==> config.mk <==
export PLATFORM = sky130hd
export DESIGN_NAME = mux_4x1_arbiter
export DESIGN_NICKNAME = d
export VERILOG_FILES = /design/src/rtl/mux_4x1_arbiter.sv
export SDC_FILE = /design/constraint.sdc
export NUM_CORES = 1
export LEC_CHECK = 0
export ABC_AREA = 1
export CAP_MARGIN = 10
export CORE_UTILIZATION = 54
export DETAILED_ROUTE_END_ITERATION = 8
export DONT_BUFFER_PORTS = 1
export PLACE_DENSITY = 0.74
export SKIP_CTS_REPAIR_TIMING = 1
export SYNTH_ARGS = -nofsm -noshare
export SYNTH_HDL_FRONTEND = slang
export SYNTH_SLANG_ARGS = --single-unit
==> constraint.sdc <==
create_clock -name clk -period 1.3 [get_ports clk]
set_input_delay 0.065 -clock clk [delete_from_list [all_inputs] [get_ports clk]]
set_output_delay 0.065 -clock clk [all_outputs]
set_load 0.005 [all_outputs]
==> src/rtl/mux_4x1_arbiter.sv <==
// Round-robin arbiter sharing one 4:1 single-bit selector among four requesters.
// Optional per-owner hold limit is enabled by defining MUX_ARB_HOLD_LIMIT_EN.

module mux_4x1 (
  input  logic [3:0] d,
  input  logic [1:0] sel,
  output logic       y
);

  // Plain 4:1 selector for the shared data line.
  always_comb begin
    case (sel)
      2'd0:    y = d[0];
      2'd1:    y = d[1];
      2'd2:    y = d[2];
      2'd3:    y = d[3];
      default: y = 1'b0;
    endcase
  end

endmodule

module mux_4x1_arbiter #(
  parameter int unsigned MAX_HOLD = 8,
  parameter int unsigned CNT_W    = 4
) (
  input  logic       clk,
  input  logic       reset,
  input  logic [3:0] req,
  input  logic [3:0] data,
  output logic [3:0] grant,
  output logic [1:0] sel,
  output logic       busy,
  output logic       out
);

  localparam logic [1:0] IDLE  = 2'd0;
  localparam logic [1:0] GRANT = 2'd1;
  localparam logic [1:0] GAP   = 2'd2;

  localparam logic [CNT_W-1:0] CNT_MAX = {CNT_W{1'b1}};

  logic [1:0]       state_q, state_d;
  logic [3:0]       grant_q, grant_d;
  logic [1:0]       sel_q, sel_d;
  logic [1:0]       last_q, last_d;
  logic [CNT_W-1:0] cnt_q, cnt_d;
  logic             busy_q, busy_d;
  logic             out_q, out_d;
  logic [1:0]       winner_s;
  logic             mux_y_s;
  logic             hold_hit_s;

  // First requester found searching last+1, last+2, last+3, last (mod 4).
  function automatic logic [1:0] pick_winner(input logic [3:0] r, input logic [1:0] last);
    logic [1:0] idx;
    logic       found;
    pick_winner = last;
    found       = 1'b0;
    for (int k = 1; k <= 4; k++) begin
      idx = last + 2'(k);
      if (!found && r[idx]) begin
        pick_winner = idx;
        found       = 1'b1;
      end else begin
        found = found;
      end
    end
  endfunction

  assign winner_s = pick_winner(req, last_q);

`ifdef MUX_ARB_HOLD_LIMIT_EN
  assign hold_hit_s = (cnt_q == CNT_W'(MAX_HOLD));
`else
  assign hold_hit_s = 1'b0;
`endif

  mux_4x1 u_mux (
    .d   (data),
    .sel (sel_q),
    .y   (mux_y_s)
  );

  // Next-state logic for ownership, rotation pointer and hold counter.
  always_comb begin
    state_d = state_q;
    grant_d = grant_q;
    sel_d   = sel_q;
    last_d  = last_q;
    cnt_d   = cnt_q;
    case (state_q)
      IDLE: begin
        if (req != 4'b0000) begin
          state_d = GRANT;
          grant_d = 4'b0001 << winner_s;
          sel_d   = winner_s;
          last_d  = winner_s;
          cnt_d   = CNT_W'(1);
        end else begin
          state_d = IDLE;
        end
      end
      GRANT: begin
        if (req[sel_q] && !hold_hit_s) begin
          cnt_d = (cnt_q == CNT_MAX) ? cnt_q : cnt_q + CNT_W'(1);
        end else begin
          // sel keeps the last owner through the release
          grant_d = 4'b0000;
          state_d = GAP;
        end
      end
      GAP: begin
        grant_d = 4'b0000;
        state_d = IDLE;
      end
      default: begin
        grant_d = 4'b0000;
        state_d = IDLE;
      end
    endcase
    busy_d = (state_d == GRANT);
    out_d  = (state_q == GRANT) ? mux_y_s : 1'b0;
  end

  // State and output registers with synchronous reset.
  always_ff @(posedge clk) begin
    if (reset) begin
      state_q <= IDLE;
      grant_q <= 4'b0000;
      sel_q   <= 2'b00;
      last_q  <= 2'd3;
      cnt_q   <= '0;
      busy_q  <= 1'b0;
      out_q   <= 1'b0;
    end else begin
      state_q <= state_d;
      grant_q <= grant_d;
      sel_q   <= sel_d;
      last_q  <= last_d;
      cnt_q   <= cnt_d;
      busy_q  <= busy_d;
      out_q   <= out_d;
    end
  end

  assign grant = grant_q;
  assign sel   = sel_q;
  assign busy  = busy_q;
  assign out   = out_q;

endmodule

Word-level counts from Yosys, hierarchy flattened
Cells that the tools add are included.

Logic and storage cells: 59. Register bits: 12. Input port bits: 10. Output and inout port bits: 8.

Eq/ne operators: 7. Reduce and logical (&&, ||, !) cells: 12. Muxes and demuxes: 24. Shift-type cells: 1. Bitwise gates (word level): 1. $add $sub $neg: 3. Magnitude comparators: 5.

Operator list (count): $lt 2x3->1 const B (5); $bmux 1 s2 (5); $mux 2 (5); $mux 1 (9); $mux 4 (2); $pmux 4 s2 (1); $eq 2x1->1 const B (3); $add 2x2->2 const B (2); $eq 2x2->1 const B (2); $logic_not 2->1 (2); $ne 2x2->1 const B (2); $pmux 1 s4 (1); $pmux 2 s2 (1); $reduce_and 2->1 (2); $reduce_bool 4->1 (1); $shl 1x2->4 const A (1); $logic_and 1x1->1 (3); $logic_not 1->1 (3); $add 2x1->2 const B (1); $reduce_or 2->1 (1); $not 1->1 (1).

Logic depth before layout (Yosys ltp)
Gate-level depths: netlist (run 1).

Depth in word-level cells: 16. Mapped depth: 14. Mapped depth without buffers: 13.

Modules after synthesis
From an unflattened synthesis (run 1), not the netlist that was laid out.

Cells, all modules: 132. Area, all modules: 830.8 um2.

By module, submodules not included: mux_4x1_arbiter (area each 779.5 um2, instances 1, seq. area each 240.2 um2, cells each 119); mux_4x1 (area each 51.3 um2, instances 1, seq. area each 0.0 um2, cells each 13).

Worst setup path before layout (run 1)
Ideal clock, no wire load.

Path type: register -> register. Start point: register last_q[0]. End point: register last_q[1]. Path buffers: 1. Required time: 1173 ps. Arrival time: 1218 ps. Setup slack: -45 ps. Library setup time: 127 ps. Cell stages (with the launch flop): 14. Clock period less this slack: 1345 ps. Cell sequence: dfxtp_1 > buf_6 > inv_6 > nand2_1 > nand2_2 > nand2_4 > nand2_4 > inv_4 > nand3_4 > clkinv_1 > nand2_1 > nand2_2 > nand2_2 > o211ai_1.

Cells in the longest elaborated chain, start to end: 13. Elaborated cells on any way between the ends: 24. Those cells by class: add/sub: 3; mux: 15; reduce/logical: 6.

Ends and longest elaborated chain: from (decl) (line 46) `logic [1:0] last_q, last_d;`; from (signal assigned) (line 140) `last_q <= last_d;`; $add 2x1->2 (line 61) `idx = last + 2'(k);`; $bmux 1 s2 (line 62) `if (!found && r[idx]) begin`; $mux 1 (implied by the code) (line 62); $mux 1 (line 62); $logic_not 1->1 (line 62); $logic_and 1x1->1 (line 62); $mux 1 (line 62); $logic_not 1->1 (line 62); $logic_and 1x1->1 (line 62); $mux 1 (line 62); $logic_not 1->1 (line 62); $logic_and 1x1->1 (line 62); $mux 2 (*) (line 62).

Every way passes the cells marked *; elsewhere a longest branch is shown, timed or not. The select of a mux whose other input is x is not followed. A chain may end at the register's enable or synchronous reset.

Worst setup path in the final report (run 1)
Start point: register last_q[0]. End point: register grant_q[0] (netlist: grant[0]).

Cells in the longest elaborated chain, start to end: 16. Elaborated cells on any way between the ends: 27. Those cells by class: add/sub: 3; shift: 1; mux: 17; reduce/logical: 6.

Ends and longest elaborated chain: $add 2x1->2 (line 61); $bmux 1 s2 (line 62); $mux 1 (implied by the code) (line 62); $mux 1 (line 62); $logic_not 1->1 (line 62); $logic_and 1x1->1 (line 62); $mux 1 (line 62); $logic_not 1->1 (line 62); $logic_and 1x1->1 (line 62); $mux 1 (line 62); $logic_not 1->1 (line 62); $logic_and 1x1->1 (line 62); $mux 2 (*) (line 62); $shl 1x2->4 (*) (line 96) `grant_d = 4'b0001 << winner_s;`; $mux 4 (*) (line 94) `if (req != 4'b0000) begin`; $pmux 4 s2 (*) (line 92) `case (state_q)`; to (signal assigned) (line 138) `grant_q <= grant_d;`; to (decl) (line 44) `logic [3:0] grant_q, grant_d;`.

Marked as above.

==> results.md, run 1 <==
* Max Clk Rate at 0.6622 GHz
* Max Cap Viol at 0
* Residual DRC at 0
* Critical path class: flop to flop
* Ant. Diodes at 0
* Syn. warnings at 0
* Num CTS Buffers at 3
* Die width at 41.28 um
* Sum of negative setup slack at -1.467 ns
* Filler cells at 92
* Root Driver: clkbuf_4
* Syn_area_per_cell at 6.561 sq um
* #FFs+latches synth at 12
* Final worst-path setup slack at -0.2101 ns
* Status: finished, violations left
* P_leak at 0.0005302 uW
* Worst slew margin at 0.5910
* Hold Startpoint: reset
* Htree depth at 1
* Initial DRT Pass Iterations at 5
* Layout Nets at 153
* Post-DP HPWL at 1.381 mm
* Max Slew Vio Count at 0
* GRT Overall Usage at 0.2349
* Global-route wire length before repair at 2.525 mm
* DR iter-0 viols at 24
* Vias/cell at 5.423
* Vias at 846
* Post-synthesis cell area at 833.3 sq um
* Largest net degree at the start of global routing at 11
* RSZ-0062 raised after global routing: true
* Failing checks: negative hold slack, negative setup slack
* Seq/Total Area, Yosys at 0.2883
* CP Capture Type: flop
* Total power divided by cell area at 3171 nW/um^2
* Post-route ant nets at 0
* Fin crit share at 1.162
* Clk sinks at 12
* Crit path DAT at 1.73 ns
* IO buf count at 0
* Initial antenna violation count at 0
* Die area at 1704 sq um
* Die Height at 41.28 um
* VDD IR-drop max at 0.001636 V
* Clk buf depth at 2
* Distinct cell type count after synthesis at 22
* FF/Latch Area at 247.7 sq um
* Vias in the first global route at 616
* Core outline area at 1366 sq um
* Post-Syn Nets at 137
* Final min period at 1.510 ns
* Area delta synth->final at 29.28%
* Worst slew pin tran at 0.6083 ns
* Cells after synthesis at 127
* Ports at 18
* Post-Route WL at 2.172 mm
* Share of cells above drive strength 1 at 0.3901
* Worst EP required at 1.52 ns
* Placer Congestion at 0.7892
* Clock tree from TritonCTS: built
* Crit path from: last_q[0]$_SDFFE_PP1P_
* GRT overflow at 0
* Final Hold Viols at 9
* RR Startpoint: last_q[0]$_SDFFE_PP1P_
* Worst-path clk slew at 0.07 ns
* Setup violators final at 8
* Final hold slack at -0.1662 ns
* Wire per inst at 13.92 um
* Max Clock Skew at 0.004874 ns
* Initial Util at 0.6099
* Area of the multi-input gates at 589.3 sq um
* Critical path startpoint category: flop
* Final Power at 3416 uW
* FP Rows at 13
* Clock Latency Late Sink at 0.28 ns
* HP Class: input port to flop
* CP max FO at 7
-- final timing paths --
check	endpoint	slack (ns)	cells past startpoint
max	grant[0]$_SDFFE_PP0P_	-0.21	13
min	grant[2]$_SDFFE_PP0P_	-0.17	1
max reg2reg	grant[0]$_SDFFE_PP0P_	-0.21	13
min reg2reg	grant[1]$_SDFFE_PP0P_	0.49	2
-- final cells by class --
cell class | instances | share of cell area
Timing Repair Buffer | 13 | 0.1254
Sequential cell | 12 | 0.2300
Tap cell | 15 | 0.01742
Clock buffer | 3 | 0.02091
Inverter | 14 | 0.05923
Multi-Input combinational cell | 99 | 0.5470
-- worst max-delay path: stages, from the launching register on --
cell and delay, ns:
dfxtp_4 0.37, buf_12 0.12, inv_8 0.05, nand2_4 0.06
nand2_4 0.07, nand2_4 0.10, nand2_4 0.08, inv_4 0.07
nand3_4 0.09, nand2_2 0.08, nand2_2 0.07, nor2_2 0.12
nand2_1 0.08, a21oi_2 0.11
-- layer usage --
layer  wire length [um]  up-vias  track usage
met1                961      388       0.3007
li1                   -      434            -
met3                 80        2      0.07065
met4                 22        0      0.07258
met5                  0        -            0
met2               1107       22       0.3750
-- Yosys cell counts --
cell	n	share of area
nand2_1	47	0.21
nand3_1	13	0.078
dfxtp_1	12	0.29
nand2_2	11	0.083
inv_1	10	0.045
nor2_1	6	0.027
a21oi_2	5	0.053
a21oi_1	3	0.018
nand2_4	3	0.041
buf_6	2	0.027
nor2_2	2	0.015
o211ai_1	2	0.018
o21ai_0	2	0.012
a41oi_1	1	0.011
clkinv_1	1	0.0045
inv_2	1	0.0045
inv_4	1	0.0075
inv_6	1	0.011
nand3_4	1	0.021
o21ai_1	1	0.0060
o21ai_2	1	0.011
o31ai_1	1	0.0090
-- cells by family (layout without fill, tap and decap cells) --
kind of cell | Yosys count | in the layout | synth area share
and+or+nand+nor | 83 | 83 | 0.4760
DFF | 12 | 12 | 0.2883
AOI/OAI and AO/OA | 16 | 16 | 0.1366
buffers and inverters | 16 | 30 | 0.09910
-- report_power, final --
part	leakage, uW	internal [uW]	switching, uW
registers	0.0000992	534	144
logic	0.000417	993	1510
clock network	0.0000138	108	124
total	0.000530	1630	1780
-- sequential cells by signal (all words and copies together), names as in the netlist --
register and cells:
grant 4, last_q 2, sel 2, state_q 2
busy 1, out 1
-- placed cells by master, fill, tap and decap left out --
master	count
a41oi_1	1
clkinv_2	1
buf_4	8
dfxtp_4	2
nor2_2	3
buf_12	1
nor2_1	5
clkbuf_16	1
inv_8	1
nand2_2	13
a21oi_1	3
o21ai_0	2
inv_4	1
a21oi_2	5
o211ai_1	2
o31ai_1	1
inv_2	1
nand3_1	13
dfxtp_1	10
clkbuf_4	3
inv_1	10
nand3_4	1
dlygate4sd3_1	3
nand2_4	12
o21ai_2	2
nand2_1	36
-- metrics by stage --
step | util | hold WS, ns | instances | area [sq um] | setup slack (ns)
finish | 0.7885 | -0.1662 | 156 | 1077 | -0.2101
global route | 0.7885 | -0.1689 | 156 | 1077 | -0.3361
CTS | 0.6859 | -0.1657 | 151 | 937.1 | -0.1855
detailed placement | 0.6694 | 0.1295 | 148 | 914.6 | -0.1701
global placement | 0.6694 | 0.1288 | 148 | 914.6 | -0.1369
floorplan | - | 0.2464 | 127 | 845.8 | -0.03058
No activity file was read; power rests on OpenSTA's default activity.
==> inputs of run 2 (changes only) <==
Settings changed: ABC_AREA 1 to 0, CORE_AREA set to 2 2 39 41, CORE_UTILIZATION 54 to unset, DIE_AREA set to 0 0 41 43, PLACE_DENSITY 0.74 to unset.
==> run 2 against run 1 <==
The flow finishes with violations (negative setup slack). Non-clock buffer count is 3 lower. Core utilization down 27 points. Power fell by 71%. Die area up 3.5%. Sequential share of layout area increased by 11 points. Clock skew shrank 0.0011 ns. Synthesized area fell by 31%. Global-route usage fell by 5.7 points. Final area shrank 33%. Critical path depth decreased by 9. Highest routed layer unchanged.
==> results.md, run 2 <==
* Status: finished, violations left
* Failing checks: negative setup slack
* Post-synth EDFFs at 0 (unchanged)
* Die area at 1763 sq um (+3.5%)
* Asr flop ratio synth at 0 (unchanged)
* Max Cap Viol at 0 (unchanged)
* Fin util at 0.5226 (-0.2659)
* Worst EP required at 1.46 ns (-0.06 ns)
* R2R depth at 4 (-9)
* Post-Route WL at 1.228 mm (-43%)
* Setup violators final at 4 (-4)
* Critical path startpoint category: flop
* P_leak at 0.0003006 uW (-43%)
* Max Clk Rate at 0.6404 GHz (-3.3%)
* Fin crit share at 1.201 (+0.03950)
* Hold Startpoint: reset
* Synth top area cells: dfxtp_1, mux4_1, nor2_1
* Max Slew Vio Count at 0 (unchanged)
* Gr busiest metal: met2
* CP Capture Type: flop
* FF/Latch Area at 244.0 sq um (-1.5%)
* DR iter-0 viols at 3 (-88%)
* Core outline area at 1384 sq um (+1.3%)
* IO buf count at 0 (unchanged)
* Die Height at 43 um (+4.2%)
* #FFs+latches synth at 12 (unchanged)
* Distinct cell type count after synthesis at 29 (+32%)
* Max Clock Skew at 0.003777 ns (-0.001097 ns)
* Placed cell count at 83 (-44%)
* Num CTS Buffers at 3 (unchanged)
* Clk sinks at 12 (unchanged)
* Ports at 18 (unchanged)
* Vias in the first global route at 502 (-19%)
* Final min period at 1.561 ns (+0.05135 ns)
* Critical path class: flop to flop
* Total power divided by cell area at 1347 nW/um^2 (-58%)
* Sum of negative setup slack at -0.9188 ns (+0.5478 ns)
* Clk buf depth at 2 (unchanged)
* Ant. Diodes at 0 (unchanged)
* Post-synthesis cell area at 575.6 sq um (-31%)
* Sink of the worst hold path: grant[0]$_SDFFE_PP0P_
* Commonest cells in the netlist: dfxtp_1, nor2_1, inv_1, nand2_1, nor2b_1
* Seq/Total Area, Yosys at 0.4174 (+0.1291)
* Wire per inst at 13.95 um (+0.23%)
* Clock Latency Late Sink at 0.27 ns (about the same)
* Global-route wire length before repair at 2.042 mm (-19%)
* Post-route ant nets at 0 (unchanged)
* Final worst-path setup slack at -0.2615 ns (-0.05135 ns)
* Most numerous cell in the Yosys netlist: dfxtp_1
* Syn. warnings at 0 (unchanged)
* Initial antenna violation count at 0 (unchanged)
* Commonest cells after routing, fill and taps aside: dfxtp_1, buf_4, nor2_1
* RR Startpoint: sel[1]$_SDFFE_PP0P_
* Main flop type after synthesis: dfxtp_1
* Clock tree from TritonCTS: built
* FP Rows at 14 (+1)
* Die width at 41 um (-0.68%)
* Placer Congestion at 0.7656 (-3.0%)
* Worst slew margin at 0.7444 (+0.1534)
* GRT Overall Usage at 0.1778 (-0.05712)
* Cells after synthesis at 60 (-53%)
* Met1 Track Usage GR at 0.2164 (-0.08426)
* Initial DRT Pass Iterations at 2 (-3)
* Area delta synth->final at 25.65%
* Grt met3 use at 0.06806 (-0.002589)
* Finished Layout Cells at 88 (-44%)
* Worst-path clk slew at 0.07 ns (about the same)
* Synth area leader: dfxtp_1
* VDD IR-drop max at 0.0005632 V (-66%)
* Syn_area_per_cell at 9.593 sq um (+46%)
* Final Hold Viols at 0 (-9)
* Layout Nets at 84 (-45%)
* Initial Util at 0.4159 (-0.1940)
* Top cell type's share of synthesized area at 0.4174 (+0.1291)
* Crit Reg-Reg Endpoint: grant[1]$_SDFFE_PP0P_
* Post-DP HPWL at 923.7 um (-33%)
* Largest net degree at the start of global routing at 12 (+1)
* Hold Path Cell Cnt at 3 (+2)
* Flop2flop setup slack at -0.26 ns (-0.05 ns)
* CP max FO at 2 (-5)
* Residual DRC at 0 (unchanged)
* GR Layer Usage met2 at 0.2469 (-0.1281)
* Post-Syn Nets at 70 (-49%)
* RSZ-0062 raised after global routing: true
* HP Class: input port to flop
* Area of the multi-input gates at 344.1 sq um (-42%)
* GRT overflow at 0 (unchanged)
* Vias/cell at 5.716 (+5.4%)
* Crit path DAT at 1.72 ns (about the same)
* Share of cells above drive strength 1 at 0.3194 (-0.07063)
* Vias at 503 (-41%)
* Root Driver: clkbuf_4
* Max FFs per register at 4 (unchanged)
* Worst slew pin tran at 0.3821 ns (-0.2262 ns)
* Filler cells at 130 (+41%)
* Htree depth at 1 (unchanged)
-- run 2: cell types whose count changed in the layout (fill, tap and decap cells not counted), sizes merged, moves of 4 or more --
cell,previous run,this run
nand2,61,4
nand3,14,1
inv,13,4
a21oi,8,2
nor2b,0,4
-- run 2: cell families after synthesis --
family | synth area share
simple gates | 0.2391
mux | 0.1109
buf+inv | 0.03259
flops | 0.4174
compound gates | 0.2000
-- run 2: how the worst max path moves through the flow --
stage	slack (ns)	depth (start not counted)	from	endpoint
after global routing	-0.29	4	sel[1]$_SDFFE_PP0P_	grant[1]$_SDFFE_PP0P_
after global placement	-0.23	4	sel[1]$_SDFFE_PP0P_	grant[3]$_SDFFE_PP0P_
after CTS	-0.26	4	sel[1]$_SDFFE_PP0P_	grant[1]$_SDFFE_PP0P_
final	-0.26	4	sel[1]$_SDFFE_PP0P_	grant[1]$_SDFFE_PP0P_
after floorplan	-0.26	4	sel[1]$_SDFFE_PP0P_	grant[1]$_SDFFE_PP0P_
after detailed placement	-0.25	4	sel[1]$_SDFFE_PP0P_	grant[1]$_SDFFE_PP0P_
-- run 2: metal layers --
layer / vias up / share of wire
met3: 2 / 0.067
met5: - / 0
met2: 17 / 0.49
li1: 254 / -
met4: 0 / 0.0098
met1: 230 / 0.43
-- run 2: metrics by stage --
stage / instance area (sq um) / power [uW] / setup slack (ns) / hold WS, ns
after floorplan: 576.8 / 626.3 / -0.2644 / 0.2921
after global placement: 653.1 / 715.3 / -0.2274 / 0.1355
after detailed placement: 653.1 / 718.1 / -0.2505 / 0.1344
after CTS: 675.6 / 946.3 / -0.2623 / -0.1615
after global routing: 723.2 / 1043 / -0.2888 / 0.04252
final: 723.2 / 974.3 / -0.2615 / 0.04014
-- run 2: final cells by class --
class                   count  share of cell area
well taps                  16             0.02768
inverters                   4             0.02076
repair buffers             10              0.1073
clock buffers               3             0.03114
flip-flops and latches     12              0.3374
multi-input cells          43              0.4758
-- run 2: report_power, final --
| part | internal, uW | switching [uW] |
|---|---|---|
| Combinational | 158 | 139 |
| Sequential | 421 | 34.8 |
| Clock | 107 | 115 |
| Total | 685 | 289 |
-- run 2: critical path: stages (launching register included) --
cell and delay, ns:
dfxtp_2 0.34, mux4_2 0.50, mux2_4 0.28, and2_4 0.14, a32o_1 0.19
==> inputs of run 3 (changes only) <==
Settings changed: ABC_AREA 0 to unset, CTS_BUF_LIST set to sky130_fd_sc_hd__clkbuf_8.
==> run 3 against run 2 <==
Maximum frequency up 0.26%. Sequential power about the same. Largest power group unchanged. Critical path depth unchanged. Non-clock buffer count unchanged. Final area up 2.6%. Critical endpoint unchanged. Wire length up 1.7%. Via count unchanged. Clock skew down 0.00063 ns. The run still ends with negative setup slack left. First-iteration DRC count up 33%. Die area unchanged.
==> results.md, run 3 (synthesis results as in run 2) <==
* Status: finished, violations left
* Failing checks: negative setup slack
* Filler cells at 129 (-0.77%)
* Worst-path clk slew at 0.05 ns (-0.02 ns)
* Crit Reg-Reg Endpoint: grant[1]$_SDFFE_PP0P_
* Met2 Wirelength at 606 um (+0.66%)
* Slowest Stage Delay on Critical Path at 0.50 ns (about the same)
* FP Rows at 14 (unchanged)
* Post-DP HPWL at 923.7 um (unchanged)
* Share of cells above drive strength 1 at 0.3194 (unchanged)
* R2R depth at 4 (unchanged)
* Clk sinks at 12 (unchanged)
* Initial DRT Pass Iterations at 4 (+2)
* Max FFs per register at 4 (unchanged)
* Worst slew margin at 0.7433 (-0.001131)
* HP Class: input port to flop
* Uppermost layer routed: met4
* Max Clk Rate at 0.6421 GHz (+0.26%)
* Post-Route WL at 1.249 mm (+1.7%)
* Kind of cell adding the most delay to the critical path: multiplexers
* Flop2flop setup slack at -0.26 ns (about the same)
* Sum of negative setup slack at -0.9036 ns (+0.01512 ns)
* Core outline area at 1384 sq um (unchanged)
* Vias in the first global route at 497 (-1.0%)
* Worst EP required at 1.43 ns (-0.03 ns)
* GRT overflow at 0 (unchanged)
* Buffers & Inverters on Critical Path at 0 (unchanged)
* Initial antenna violation count at 0 (unchanged)
* Vias at 503 (unchanged)
* Clk buf depth at 2 (unchanged)
* IO buf count at 0 (unchanged)
* Max Slew Vio Count at 0 (unchanged)
* Htree depth at 1 (unchanged)
* Layout Nets at 84 (unchanged)
* Metal-1 WL at 535 um (+0.75%)
* Max Cap Viol at 0 (unchanged)
* Area delta synth->final at 28.91%
* Critical path class: flop to flop
* Commonest cells after routing, fill and taps aside: dfxtp_1, buf_4, nor2_1
* Total power divided by cell area at 1466 nW/um^2 (+8.8%)
* Final worst-path setup slack at -0.2574 ns (+0.004088 ns)
* P_leak at 0.0003083 uW (+2.6%)
* Post-route ant nets at 0 (unchanged)
* Die width at 41 um (unchanged)
* Ports at 18 (unchanged)
* Die Height at 43 um (unchanged)
* Vias/cell at 5.716 (unchanged)
* Crit path DAT at 1.69 ns (-0.03 ns)
* RSZ-0062 raised after global routing: true
* Critical-path top delay cell: mux4_2
* Final min period at 1.557 ns (-0.004088 ns)
* Worst slew pin tran at 0.3838 ns (+0.001691 ns)
* RR Startpoint: sel[1]$_SDFFE_PP0P_
* Clock tree from TritonCTS: built
* CP max FO at 2 (unchanged)
* CP Capture Type: flop
* Wire per inst at 14.19 um (+1.7%)
* Critical path startpoint category: flop
* Placed cell areas at 653.1 sq um (unchanged)
* Final Power at 1087 uW (+12%)
* Initial Util at 0.4159 (unchanged)
* Fin crit share at 1.198 (-0.003145)
* Die area at 1763 sq um (unchanged)
* Num CTS Buffers at 3 (unchanged)
* VDD IR-drop max at 0.0008353 V (+48%)
* Setup violators final at 4 (unchanged)
* Placer Congestion at 0.7656 (unchanged)
* Worst path cell trace: mux4_2 -> mux2_4 -> and2_4 -> a32o_1
* Global-route wire length before repair at 2.049 mm (+0.34%)
* Crit path from: sel[1]$_SDFFE_PP0P_
* Residual DRC at 0 (unchanged)
* Critical Path Stages at 4 (unchanged)
* Largest net degree at the start of global routing at 12 (unchanged)
* Worst Setup EP: grant[1]$_SDFFE_PP0P_
* Non-Filler Cell Area, Final at 742.0 sq um (+2.6%)
* Routed wl met3 at 82 um (unchanged)
* Final Hold Viols at 0 (unchanged)
* DR iter-0 viols at 4 (+1)
* GRT Overall Usage at 0.1808 (+0.003030)
* Clock Latency Late Sink at 0.24 ns (-0.03 ns)
* Ant. Diodes at 0 (unchanged)
* Max Clock Skew at 0.003148 ns (-0.0006289 ns)
* Root Driver: clkbuf_8
[run 3: cell counts in the layout (fill, tap and decap cells not counted)]
No cell type changed its count.
[run 3: final cells by class]
type	instances	area [sq um]	share of cell area
multi-input cells	43	344.1	0.4637
flip-flops and latches	12	244.0	0.3288
repair buffers	10	77.57	0.1046
clock buffers	3	41.29	0.05565
well taps	16	20.02	0.02698
inverters	4	15.01	0.02024
[run 3: worst min path at each step]
stage | to | startpoint | slack, ns | cells after the start
after floorplan | grant[0]$_SDFFE_PP0P_ | reset | 0.29 | 3
after global placement | sel[1]$_SDFFE_PP0P_ | reset | 0.14 | 1
after detailed placement | sel[1]$_SDFFE_PP0P_ | reset | 0.13 | 1
after CTS | sel[1]$_SDFFE_PP0P_ | reset | -0.12 | 1
after global routing | grant[2]$_SDFFE_PP0P_ | reset | 0.08 | 3
final | grant[2]$_SDFFE_PP0P_ | reset | 0.07 | 3
[run 3: per-stage QoR]
step	util	worst slack [ns]	hold WS, ns	cells
finish	0.5362	-0.2574	0.07130	88
global route	0.5362	-0.2820	0.08129	88
CTS	0.5018	-0.2593	-0.1232	86
detailed placement	0.4720	-0.2505	0.1344	83
global placement	0.4720	-0.2274	0.1355	83
floorplan	-	-0.2644	0.2921	60
[run 3: metal layers]
layer | GRT usage | vias to the layer above
li1 | - | 252
met1 | 0.2164 | 228
met2 | 0.2469 | 19
met3 | 0.06806 | 4
met4 | 0.1400 | 0
met5 | 0 | -
[run 3: power by group]
group / switching [uW] / internal (uW)
clock network: 131 / 204
registers: 34.6 / 422
logic: 139 / 158
total: 304 / 783
[run 3: worst reg2reg max path, stage by stage (launching register included)]
cell,delay (ns)
dfxtp_2,0.33
mux4_2,0.50
mux2_4,0.28
and2_4,0.14
a32o_1,0.19
